## src/rtl/pc_sequencer_if.sv

```systemverilog
// Link between the PC sequencer and the downstream return-address stack.
// The sequencer owns the strobes and the return address; the stack owns its top entry.
interface pc_sequencer_if #(
  parameter int PC_W = 11
);
  logic            stack_push;
  logic            stack_pop;
  logic            stack_select;
  logic            stack_clear;
  logic [PC_W-1:0] stack_ret_addr;
  logic [PC_W-1:0] stack_top;

  modport master (
    output stack_push, stack_pop, stack_select, stack_clear, stack_ret_addr,
    input  stack_top
  );
  modport slave (
    input  stack_push, stack_pop, stack_select, stack_clear, stack_ret_addr,
    output stack_top
  );
endinterface

```

## src/rtl/pc_sequencer.sv

```systemverilog
// Program-counter sequencer: INC/JMP/CALL/RET/SKIP/BR with return-stack depth
// tracking. Stack overflow and underflow park the core in HALT until reset.
module pc_sequencer #(
  parameter int              PC_W         = 11,
  parameter int              STACK_DEPTH  = 8,
  parameter logic [PC_W-1:0] RESET_VECTOR = '0
) (
  input  logic             clk,
  input  logic             clear_n,
  input  logic             enable,
  input  logic [2:0]       op,
  input  logic             cond,
  input  logic [PC_W-1:0]  target,
  output logic [PC_W-1:0]  pc,
  output logic [3:0]       depth,
  output logic             fault,
  output logic [1:0]       fault_code,
  pc_sequencer_if.master   stk
);

  typedef enum logic [1:0] {ST_RUN, ST_SKIP, ST_HALT} state_t;

  localparam logic [2:0] OP_INC  = 3'd0;
  localparam logic [2:0] OP_JMP  = 3'd1;
  localparam logic [2:0] OP_CALL = 3'd2;
  localparam logic [2:0] OP_RET  = 3'd3;
  localparam logic [2:0] OP_SKIP = 3'd4;
  localparam logic [2:0] OP_BR   = 3'd5;
  localparam logic [3:0] DEPTH_MAX = 4'(STACK_DEPTH);

  state_t          state, state_nxt;
  logic [PC_W-1:0] pc_nxt, pc_inc;
  logic [3:0]      depth_nxt;
  logic            fault_nxt;
  logic [1:0]      fault_code_nxt;
  logic            push, pop, sel;

  assign pc_inc             = pc + PC_W'(1);
  assign stk.stack_ret_addr = pc_inc;
  assign stk.stack_clear    = ~clear_n;
  // Strobes are masked during reset so the stack only ever sees the clear.
  assign stk.stack_push     = push & clear_n;
  assign stk.stack_pop      = pop & clear_n;
  assign stk.stack_select   = sel & clear_n;

  always_comb begin
    state_nxt      = state;
    pc_nxt         = pc;
    depth_nxt      = depth;
    fault_nxt      = fault;
    fault_code_nxt = fault_code;
    push           = 1'b0;
    pop            = 1'b0;
    sel            = 1'b0;
    if (enable) begin
      case (state)
        ST_RUN: begin
          case (op)
            OP_JMP: pc_nxt = target;
            OP_CALL: begin
              if (depth < DEPTH_MAX) begin
                push      = 1'b1;
                sel       = 1'b1;
                pc_nxt    = target;
                depth_nxt = depth + 4'd1;
              end else begin
                fault_nxt      = 1'b1;
                fault_code_nxt = 2'b01;
                state_nxt      = ST_HALT;
              end
            end
            OP_RET: begin
              if (depth != 4'd0) begin
                pop       = 1'b1;
                pc_nxt    = stk.stack_top;
                depth_nxt = depth - 4'd1;
              end else begin
                fault_nxt      = 1'b1;
                fault_code_nxt = 2'b10;
                state_nxt      = ST_HALT;
              end
            end
            OP_SKIP: begin
              pc_nxt = pc_inc;
              if (cond) state_nxt = ST_SKIP;
            end
            OP_BR:   pc_nxt = cond ? target : pc_inc;
            default: pc_nxt = pc_inc;
          endcase
        end
        // Killed op: advance past it without touching the stack or fault logic.
        ST_SKIP: begin
          pc_nxt    = pc_inc;
          state_nxt = ST_RUN;
        end
        default: ;
      endcase
    end
  end

  always_ff @(posedge clk) begin
    if (!clear_n) begin
      state      <= ST_RUN;
      pc         <= RESET_VECTOR;
      depth      <= 4'd0;
      fault      <= 1'b0;
      fault_code <= 2'b00;
    end else begin
      state      <= state_nxt;
      pc         <= pc_nxt;
      depth      <= depth_nxt;
      fault      <= fault_nxt;
      fault_code <= fault_code_nxt;
    end
  end

endmodule

```

## src/flat_wrapper.sv

```systemverilog
// flat-port wrapper written by rule: the top's interface ports become plain ports
module pc_sequencer_flat 
#(
  parameter int              PC_W         = 11,
  parameter int              STACK_DEPTH  = 8,
  parameter logic [PC_W-1:0] RESET_VECTOR = '0
)
  (clk, clear_n, enable, op, cond, target, pc, depth, fault, fault_code, stk_stack_push, stk_stack_pop, stk_stack_select, stk_stack_clear, stk_stack_ret_addr, stk_stack_top);
  pc_sequencer_if #(.PC_W(PC_W)) stk_i ();
  input  logic clk;
  input  logic clear_n;
  input  logic enable;
  input  logic [2:0] op;
  input  logic cond;
  input  logic [PC_W-1:0] target;
  output logic [PC_W-1:0] pc;
  output logic [3:0] depth;
  output logic fault;
  output logic [1:0] fault_code;
  output wire logic [$bits(stk_i.stack_push)-1:0] stk_stack_push;
  output wire logic [$bits(stk_i.stack_pop)-1:0] stk_stack_pop;
  output wire logic [$bits(stk_i.stack_select)-1:0] stk_stack_select;
  output wire logic [$bits(stk_i.stack_clear)-1:0] stk_stack_clear;
  output wire logic [$bits(stk_i.stack_ret_addr)-1:0] stk_stack_ret_addr;
  input wire logic [$bits(stk_i.stack_top)-1:0] stk_stack_top;
  assign stk_stack_push = stk_i.stack_push;
  assign stk_stack_pop = stk_i.stack_pop;
  assign stk_stack_select = stk_i.stack_select;
  assign stk_stack_clear = stk_i.stack_clear;
  assign stk_stack_ret_addr = stk_i.stack_ret_addr;
  assign stk_i.stack_top = stk_stack_top;
  pc_sequencer #(.PC_W(PC_W), .STACK_DEPTH(STACK_DEPTH), .RESET_VECTOR(RESET_VECTOR)) u_core (.clk(clk), .clear_n(clear_n), .enable(enable), .op(op), .cond(cond), .target(target), .pc(pc), .depth(depth), .fault(fault), .fault_code(fault_code), .stk(stk_i));
endmodule
```

## config.mk

```make
export PLATFORM = sky130hd
export DESIGN_NAME = pc_sequencer_flat
export DESIGN_NICKNAME = d
export VERILOG_FILES = /design/src/rtl/pc_sequencer_if.sv /design/src/rtl/pc_sequencer.sv /design/src/flat_wrapper.sv
export SDC_FILE = /design/constraint.sdc
export NUM_CORES = 1
export LEC_CHECK = 0
export BUFFER_PORTS_ARGS = -buffer_cell sky130_fd_sc_hd__buf_2
export CAP_MARGIN = 10
export CELL_PAD_IN_SITES_DETAIL_PLACEMENT = 1
export CELL_PAD_IN_SITES_GLOBAL_PLACEMENT = 2
export CORE_MARGIN = 4
export CORE_UTILIZATION = 23
export CTS_BUF_LIST = sky130_fd_sc_hd__clkbuf_16
export CTS_CLUSTER_SIZE = 24
export DETAILED_ROUTE_END_ITERATION = 10
export PLACE_DENSITY_LB_ADDON = 0.1
export SETUP_SLACK_MARGIN = 0.4
export SYNTH_ARGS = -nofsm -noshare
export SYNTH_HDL_FRONTEND = slang
export SYNTH_SLANG_ARGS = --single-unit
```

## constraint.sdc

```tcl
create_clock -name clk -period 1.9 [get_ports clk]
set_clock_uncertainty 0.15 [all_clocks]
set_input_delay 0.19 -clock clk [delete_from_list [all_inputs] [get_ports clk]]
set_output_delay 0.19 -clock clk [all_outputs]
set_load 0.01 [all_outputs]
```

==> results.md <==
- Outcome: completed
- Fmax: 0.546 GHz
- Max FO, Critical Path: 5
- Post-synth EDFFs: 0
- CTS max path bufs: 2
- Worst-path clk slew: 0.06 ns
- I/O Pins: 62
- Pin count of the biggest net entering global routing: 15
- WP data required: 1.56 ns
- Placeable Area: 5610 µm²
- PortBufs: 61
- P per Cell Area: 568 nW/µm²
- Design area: 2320 µm²
- Post-layout min period: 1.83 ns
- Die Area: 7190 µm²
- Largest area contributor in the netlist: dfxtp_1
- Critical path data arrival time: 1.49 ns
- Worst setup EP type: output port
- Die H: 84.8 µm
- H-tree Lvls: 1
- GP Congestion: 0.781
- Number of remaining DRC errors: 0
- CTS tree: yes
- Row cnt: 27
- HPWL Detailed: 3980 µm
- Worst slew pin tran: 0.523 ns
- Vias in the first global route: 1731
- First-pass GRT wire length: 8590 µm
- CTS buffer count: 3
- Final slew viol count: 0
- Yosys cell types: 45
- Startpoint types: register
- Via/cell ratio: 5.01
- Post-CTS Hold Buffers: 0
- Avg Cell Area, Syn: 8.22 µm²
- Routed len/inst: 15.9 µm
- Hold Slack: 0.105 ns
- Synth Flop Type: dfxtp_1
- Clk_lat worst skew: 0.25 ns
- Max-cap viol count: 0
- Max VDD drop: 0.301 mV
- DRT antenna net count: 0
- Slew margin rel.: 0.651
- Leak: 1.09 nW
- Synth top area cells: dfxtp_1 30%, a21oi_1 7.4%, xnor2_1 5.8%
- Syn Std Cell Area: 1360 µm²
- Via Count: 1659
- Fin. Hold Viols: 0
- Area after DPL: 1910 µm²
- Pre-antenna DRT Iters: 4
- All-Layer GR Usage: 0.144
- Clock Root Buffer: clkbuf_16
- Final WL: 5260 µm
- Final #Nets: 293
- Setup-failing EPs final: 0
- Layout cells sized above 1: 0.595
- FF+latch count, synth: 20
- Syn nets: 198
- Inserted Diodes: 0
- Post-synth ARST share: 0
- Power Total: 1.32 mW
- Final Cycle Share: 0.964
- Synth warn: 0
- Syn Inst Count: 165
- Share of the synthesized area in the top cell type: 0.295
- WS Path Type: reg2out
- Initial DRC count: 43
- Congestion Overflow GR: 0
- Unrepaired setup endpoints after global routing: yes
- Register area share after synthesis: 0.295
- Die width: 84.8 µm
- Synthesis-to-finish area growth: 71.4%
- Antenna violations before repair: 0
- Sink Count: 20
- Starting Density: 0.242
- Hold crit path type: in2reg
[cells by family (layout without fill, tap and decap cells)]
group	count (synthesis)	after routing	share of synthesized area
buffers and inverters	11	105	0.0470
AND/OR/NAND/NOR	60	60	0.250
adder cells (fa/ha/maj)	4	4	0.0424
XOR/XNOR	12	12	0.0775
multiplexers	4	4	0.0341
flip-flops	20	20	0.295
AO/OA/AOI/OAI	54	54	0.254
[final timing paths]
path	start	depth (start not counted)	slack, ns	to
worst max-delay path	u_core.pc[1]	5	0.07	stk_stack_ret_addr[8]
worst min-delay path	target[9]	3	0.10	u_core.pc[9]
worst max register to register	u_core.depth[3]	7	0.15	u_core.pc[1]
worst min register to register	u_core.fault	2	0.32	u_core.fault
[critical path, cell delays in order, from the launching register on]
cell     delay (ns)
dfxtp_4        0.38
ha_4           0.14
and3_4         0.21
nand4_1        0.16
xnor2_2        0.20
buf_2          0.16
[metal layers]
layer | vias to the layer above | track usage | wire length [µm]
met4 | 0 | 0.0230 | 23
met1 | 805 | 0.178 | 2320
li1 | 804 | - | -
met2 | 48 | 0.255 | 2620
met5 | - | 0 | 0
met3 | 2 | 0.0373 | 297
[cells in the mapped netlist (3+ instances only)]
cell and instances:
a21oi_1 20, dfxtp_1 20, nand2_1 13, nor2_1 13, o21ai_0 10, xnor2_1 9, nand3_1 7, a222oi_1 5
o22ai_1 4, a211oi_1 3, a31oi_1 3, and2b_1 3, buf_2 3, ha_1 3, nand4_1 3, xor2_1 3
[what timing repair did]
item / in CTS / in global routing
gates resized for setup: 32 / 32
setup endpoints to repair: 30 / 31
pin swaps: 13 / 14
setup buffers: 9 / 5
[flip-flops by register name, summed over array words and instances, names as in the netlist]
signal             flops
u_core.fault           1
u_core.state           2
u_core.depth           4
u_core.pc             11
u_core.fault_code      2
[cell type report]
cell class	instances	area, µm²
Fill cell	671	3280
Timing Repair Buffer	98	613
Inverter	3	11.3
Sequential cell	20	419
Clock buffer	3	75.1
Tap cell	72	90.1
Multi-Input combinational cell	134	1110
Clock inverter	1	3.75
[cell usage in the layout (no fill, tap or decap), types with 4 or more instances in the layout]
master and n:
a21oi_1 14, a21oi_2 6, a222oi_1 5, buf_2 61
buf_4 29, buf_6 8, dfxtp_1 11, dfxtp_2 6
nand2_1 9, nand3_1 6, nor2_1 11, o21ai_0 4
o21ai_2 4, xnor2_1 6
[where the power goes]
part | internal, mW | total, mW | switching, mW
logic | 0.194 | 0.393 | 0.199
registers | 0.444 | 0.478 | 0.0342
clock network | 0.281 | 0.448 | 0.167
total | 0.919 | 1.32 | 0.400
[metrics by stage]
stage          TNS (ns)  cells  worst slack, ns   util
6_report              0    331           0.0693  0.415
5_1_grt               0    331          0.00581  0.415
4_1_cts               0    326           0.0558  0.387
3_5_place_dp     -0.387    313          -0.0917  0.340
3_3_place_gp          0    313          0.00482  0.340
2_1_floorplan         0    165           0.0586      -
Note: power is estimated with default switching activity, not from simulation.
